### src/rtl/led_seq_ctrl.sv
// Command-driven LED pattern sequencer: rotate right/left, flash, optional ping-pong (LED_SEQ_PINGPONG_EN).
// Latency: commands and ticks take effect on the next rising edge; o_rate visible the cycle after SET_RATE.
// Backpressure: o_cmd_ready drops only during the single LOAD cycle; the source must hold i_cmd_valid.
module led_seq_ctrl #(
    parameter int NB_LEDS = 4,
    parameter int NB_RATE = 2,
    parameter int NB_STEP = 8
) (
    input  logic               clock,
    input  logic               i_reset,
    input  logic               i_tick,
    input  logic               i_cmd_valid,
    input  logic [2:0]         i_cmd,
    input  logic [NB_RATE-1:0] i_cmd_arg,
    output logic               o_cmd_ready,
    output logic               o_cnt_en,
    output logic [NB_RATE-1:0] o_rate,
    output logic [NB_LEDS-1:0] o_led,
    output logic [NB_STEP-1:0] o_step,
    output logic               o_cycle
);

    typedef enum logic [1:0] {ST_IDLE, ST_LOAD, ST_RUN, ST_PAUSE} state_t;
    typedef enum logic [1:0] {MD_SR, MD_SL, MD_FLASH, MD_PP} mode_t;

    localparam logic [2:0] OP_STOP      = 3'd0;
    localparam logic [2:0] OP_RUN_SR    = 3'd1;
    localparam logic [2:0] OP_RUN_SL    = 3'd2;
    localparam logic [2:0] OP_RUN_FLASH = 3'd3;
    localparam logic [2:0] OP_PAUSE     = 3'd4;
    localparam logic [2:0] OP_RESUME    = 3'd5;
    localparam logic [2:0] OP_SET_RATE  = 3'd6;
`ifdef LED_SEQ_PINGPONG_EN
    localparam logic [2:0] OP_RUN_PP    = 3'd7;
`endif

    localparam logic [NB_LEDS-1:0] SEED_MSB = {1'b1, {(NB_LEDS-1){1'b0}}};
    localparam logic [NB_LEDS-1:0] SEED_LSB = {{(NB_LEDS-1){1'b0}}, 1'b1};

    state_t               state_q, state_d;
    mode_t                mode_q, mode_d;
    logic [NB_RATE-1:0]   rate_q, rate_d;
    logic [NB_LEDS-1:0]   led_q, led_d;
    logic [NB_STEP-1:0]   step_q, step_d;
    logic                 cycle_q, cycle_d;
`ifdef LED_SEQ_PINGPONG_EN
    logic                 dir_q, dir_d;   // 1 = moving toward MSB
    logic                 adv_dir;
`endif

    logic                 accept;
    logic                 run_cmd;
    mode_t                run_mode;
    logic [NB_LEDS-1:0]   adv_led;

    function automatic logic [NB_LEDS-1:0] seed_of(input mode_t m);
        logic [NB_LEDS-1:0] s;
        case (m)
            MD_SR:    s = SEED_MSB;
            MD_SL:    s = SEED_LSB;
            MD_FLASH: s = '1;
            default:  s = SEED_LSB;
        endcase
        return s;
    endfunction

    assign accept = i_cmd_valid && o_cmd_ready;

    always_comb begin
        run_cmd  = 1'b0;
        run_mode = MD_SR;
        case (i_cmd)
            OP_RUN_SR:    begin run_cmd = 1'b1; run_mode = MD_SR;    end
            OP_RUN_SL:    begin run_cmd = 1'b1; run_mode = MD_SL;    end
            OP_RUN_FLASH: begin run_cmd = 1'b1; run_mode = MD_FLASH; end
`ifdef LED_SEQ_PINGPONG_EN
            OP_RUN_PP:    begin run_cmd = 1'b1; run_mode = MD_PP;    end
`endif
            default: ;
        endcase
    end

    // Pattern the next tick would produce in the current mode.
    always_comb begin
        adv_led = led_q;
`ifdef LED_SEQ_PINGPONG_EN
        adv_dir = dir_q;
`endif
        case (mode_q)
            MD_SR:    adv_led = {led_q[0], led_q[NB_LEDS-1:1]};
            MD_SL:    adv_led = {led_q[NB_LEDS-2:0], led_q[NB_LEDS-1]};
            MD_FLASH: adv_led = ~led_q;
`ifdef LED_SEQ_PINGPONG_EN
            MD_PP: begin
                if (dir_q) begin
                    adv_led = led_q << 1;
                    if (adv_led[NB_LEDS-1]) adv_dir = 1'b0;
                end else begin
                    adv_led = led_q >> 1;
                    if (adv_led[0]) adv_dir = 1'b1;
                end
            end
`endif
            default: adv_led = led_q;
        endcase
    end

    always_comb begin
        state_d = state_q;
        mode_d  = mode_q;
        rate_d  = rate_q;
        led_d   = led_q;
        step_d  = step_q;
        cycle_d = 1'b0;
`ifdef LED_SEQ_PINGPONG_EN
        dir_d   = dir_q;
`endif
        if (accept && i_cmd == OP_SET_RATE) begin
            rate_d = i_cmd_arg;
        end

        case (state_q)
            ST_IDLE: begin
                led_d = '0;
                if (accept && run_cmd) begin
                    state_d = ST_LOAD;
                    mode_d  = run_mode;
                    led_d   = seed_of(run_mode);
                    step_d  = '0;
`ifdef LED_SEQ_PINGPONG_EN
                    dir_d   = 1'b1;
`endif
                end
            end
            ST_LOAD: begin
                state_d = ST_RUN;
            end
            ST_RUN: begin
                // Flow-changing commands take priority; a coincident tick is dropped.
                if (accept && run_cmd) begin
                    state_d = ST_LOAD;
                    mode_d  = run_mode;
                    led_d   = seed_of(run_mode);
                    step_d  = '0;
`ifdef LED_SEQ_PINGPONG_EN
                    dir_d   = 1'b1;
`endif
                end else if (accept && i_cmd == OP_STOP) begin
                    state_d = ST_IDLE;
                    led_d   = '0;
                end else if (accept && i_cmd == OP_PAUSE) begin
                    state_d = ST_PAUSE;
                end else if (i_tick) begin
                    led_d   = adv_led;
                    step_d  = step_q + NB_STEP'(1);
                    cycle_d = (adv_led == seed_of(mode_q));
`ifdef LED_SEQ_PINGPONG_EN
                    dir_d   = adv_dir;
`endif
                end
            end
            ST_PAUSE: begin
                if (accept && i_cmd == OP_RESUME) begin
                    state_d = ST_RUN;
                end else if (accept && i_cmd == OP_STOP) begin
                    state_d = ST_IDLE;
                    led_d   = '0;
                end
            end
            default: state_d = ST_IDLE;
        endcase
    end

    always_ff @(posedge clock or negedge i_reset) begin
        if (!i_reset) begin
            state_q <= ST_IDLE;
            mode_q  <= MD_SR;
            rate_q  <= '0;
            led_q   <= '0;
            step_q  <= '0;
            cycle_q <= 1'b0;
        end else begin
            state_q <= state_d;
            mode_q  <= mode_d;
            rate_q  <= rate_d;
            led_q   <= led_d;
            step_q  <= step_d;
            cycle_q <= cycle_d;
        end
    end

`ifdef LED_SEQ_PINGPONG_EN
    always_ff @(posedge clock or negedge i_reset) begin
        if (!i_reset) begin
            dir_q <= 1'b1;
        end else begin
            dir_q <= dir_d;
        end
    end
`endif

    assign o_cmd_ready = (state_q != ST_LOAD);
    assign o_cnt_en    = (state_q == ST_RUN);
    assign o_rate      = rate_q;
    assign o_led       = led_q;
    assign o_step      = step_q;
    assign o_cycle     = cycle_q;

endmodule

### config.mk
export PLATFORM = sky130hd
export DESIGN_NAME = led_seq_ctrl
export DESIGN_NICKNAME = d
export VERILOG_FILES = /design/src/rtl/led_seq_ctrl.sv
export SDC_FILE = /design/constraint.sdc
export NUM_CORES = 1
export LEC_CHECK = 0
export ABC_AREA = 1
export CORE_MARGIN = 1.5
export CORE_UTILIZATION = 50
export DETAILED_ROUTE_END_ITERATION = 16
export GPL_ROUTABILITY_DRIVEN = 1
export PLACE_DENSITY_LB_ADDON = 0.15
export SYNTH_ARGS = -nofsm -noshare
export SYNTH_HDL_FRONTEND = slang
export SYNTH_SLANG_ARGS = --single-unit
### constraint.sdc
create_clock -name clock -period 3.86 [get_ports clock]
set_clock_uncertainty 0.05 [all_clocks]
set_input_delay 0.772 -clock clock [delete_from_list [all_inputs] [get_ports clock]]
set_output_delay 0.772 -clock clock [all_outputs]
set_load 0.05 [all_outputs]
==> metrics.cfg <==
[run_status]
run_status=completed

[finish]
post-route-util_pct=65.9
final_cells=273
antenna_cells=0
finalNetCount=254
area_growth_pct=20.9
nFillCells=238
drive_above_1_share_pct=5.35

[yosys]
syn_area_um2=1400
synth_nets=227
ys_seq_elements=19
syn-mean-instance-area_um2=6.45
yosys_most_used_dff=dfrtp_1
ys_warn_count=0
synth_edf_count=0
synthCells=217
yosysUniqueCellTypes=26
async_flop_share_pct=100
synth.yosys.seq_area_share_pct=34.0

[route]
drt_iter0_drc=66
wirelength_um=3070
vias_per_cell=5.22
first_pass_iters=4
routedWlPerCell_um=11.2
drc_errors=0
final_antenna_net_count=0
vias=1424

[die]
start_util_pct=54.5
die_w_um=55.9
io_pins=26
die_area_um2=3120
core_um2=2570
num_rows=18
die_h_um=55.9

[timing]
setup-tns-final_ps=0
max_freq_mhz=373
relSlewSlack_pct=42.5
slew_violations=0
min_period_ps=2680
period_share_pct=69.5
setup_slack_ps=1180
rsz0062_at_grt=no
setup_viol=0
tightest_slew_ps=860
hold_viol_final=0

[setup_path]
crit_path_start_kind=register
worst-path-max-fanout=5
path_cells=inv_2, nor2_1, clkdlybuf4s50_1
cp_top_family=buffers and inverters
slowest_stage=clkdlybuf4s50_1
crit_type=register to primary output
end_kind=primary output
ff2ff_setup_slack_ps=2200
crit_path_max_incr_delay_ps=830
ff2ff_path_depth=9
crit_arrival_ps=1860
worst-path-stages=3
crit_buf_inv=2
required_ps=3040

[cts]
clkSinkCount=19
postCtsSetupBuffers=0
cts_root_buffer=clkbuf_4
clk_pin_slew_ps=110
htreeDepth=1
clk_latency_ps=300
clk_path_buf_depth=2
cts_tree=yes
hold_buffers=0
cts-resized-gates=0
cts_made_buffers=3

[flow_run]
maxCapViolCount=0

[worst_hold_path]
whs_path_depth=2
hold_path_class=register to register

[grt]
overflow=0
grt_pass1_wl_um=5580
antenna_found_initial=0
grt_pass1_vias=1265
grt_max_degree=20
track_usage_pct=21.9

[power_and_ir_drop]
vdd_drop_max_v=0.000458
finalPower_mw=1.04
leakagePower_nw=0.844
power.density_nw_per_um2=615

[placement]
gp_congestion=0.960
place_ws_ps=1490
placed_cells_incl_taps=269
dpl.hpwl_um=2390
numPortBuffers=25

[worst min-delay path, stage by stage, from the launching register on]
cell	delay, ps
dfrtp_1	360
nand2_1	50
o21ai_0	70
[cells in the final DEF (no fill, tap or decap)]
cell type	netlist	routed
ha_1	1	1
clkbuf_4	0	3
buf_4	1	1
nor2_1	17	17
clkbuf_1	0	1
xnor2_1	1	1
nand4_1	10	10
o21ai_0	11	11
nand3_1	20	20
o21ai_2	1	1
nand4_4	1	1
a21oi_4	1	1
nand3_2	2	2
a21oi_1	4	4
nor2_2	2	2
inv_2	1	1
o21bai_1	2	2
xor2_1	1	1
inv_1	30	30
nand3b_1	1	1
o211ai_1	1	1
nand2_1	79	79
clkdlybuf4s50_1	0	25
nor3_1	1	1
nand2_2	1	1
o21ai_1	6	6
dfrtp_1	19	19
[synth_stat cells, types with 2 or more instances]
master	instances	area share, %
a21oi_1	4	1.4
buf_2	2	0.72
dfrtp_1	19	34
inv_1	30	8.1
nand2_1	79	21
nand3_1	20	7.2
nand3_2	2	1.4
nand4_1	10	4.5
nor2_1	17	4.6
nor2_2	2	0.89
o21ai_0	11	3.9
o21ai_1	6	2.1
o21bai_1	2	1.1
[stage by stage]
stage,hold slack (ps),cell area [um2]
after floorplan,426,1400
after global placement,423,1670
after detailed placement,430,1670
after CTS,456,1690
after global routing,482,1690
final,453,1690
[routing by layer]
layer | vias up | routed length (um) | global-route usage (%)
met5 | - | 0 | 0
met1 | 631 | 1540 | 30.8
met4 | 0 | 27 | 4.08
met2 | 43 | 1320 | 35.0
li1 | 746 | - | -
met3 | 4 | 172 | 4.88
[worst paths after layout]
path                                  from        end
worst max-delay path            state_q[1]   o_cnt_en
worst min-delay path             o_rate[1]  o_rate[1]
worst max register to register  state_q[1]   o_led[3]
worst min register to register   o_rate[1]  o_rate[1]
max in group asynchronous          i_reset  o_step[7]
min in group asynchronous          i_reset  o_step[2]
[state kept, by name, indices dropped and copies added, names as in the netlist]
register  cells
mode_q        2
o_cycle       1
o_led         4
o_rate        2
o_step        8
state_q       2
[kinds of logic after synthesis]
logic type	share of synthesized area [%]
adder cells (fa/ha/maj)	0.894
AO/OA/AOI/OAI	10.9
XOR/XNOR	1.25
flip-flops	34.0
buffers and inverters	10.4
AND/OR/NAND/NOR	42.6
[where the power goes]
| part | switching (mW) | internal, mW | total [mW] |
|---|---|---|---|
| Clock | 0.0622 | 0.0404 | 0.103 |
| Combinational | 0.421 | 0.199 | 0.621 |
| Sequential | 0.0707 | 0.246 | 0.317 |
[layout make-up]
class	instances	area, um2	area share (%)
inverter	31	116	6.88
sequential	19	475	28.1
multi-input combinational	163	778	46.0
clock buffer	4	26.3	1.55
timing repair buffer	26	258	15.2
tap	30	37.5	2.22
Note: power is estimated with default switching activity, not from simulation.
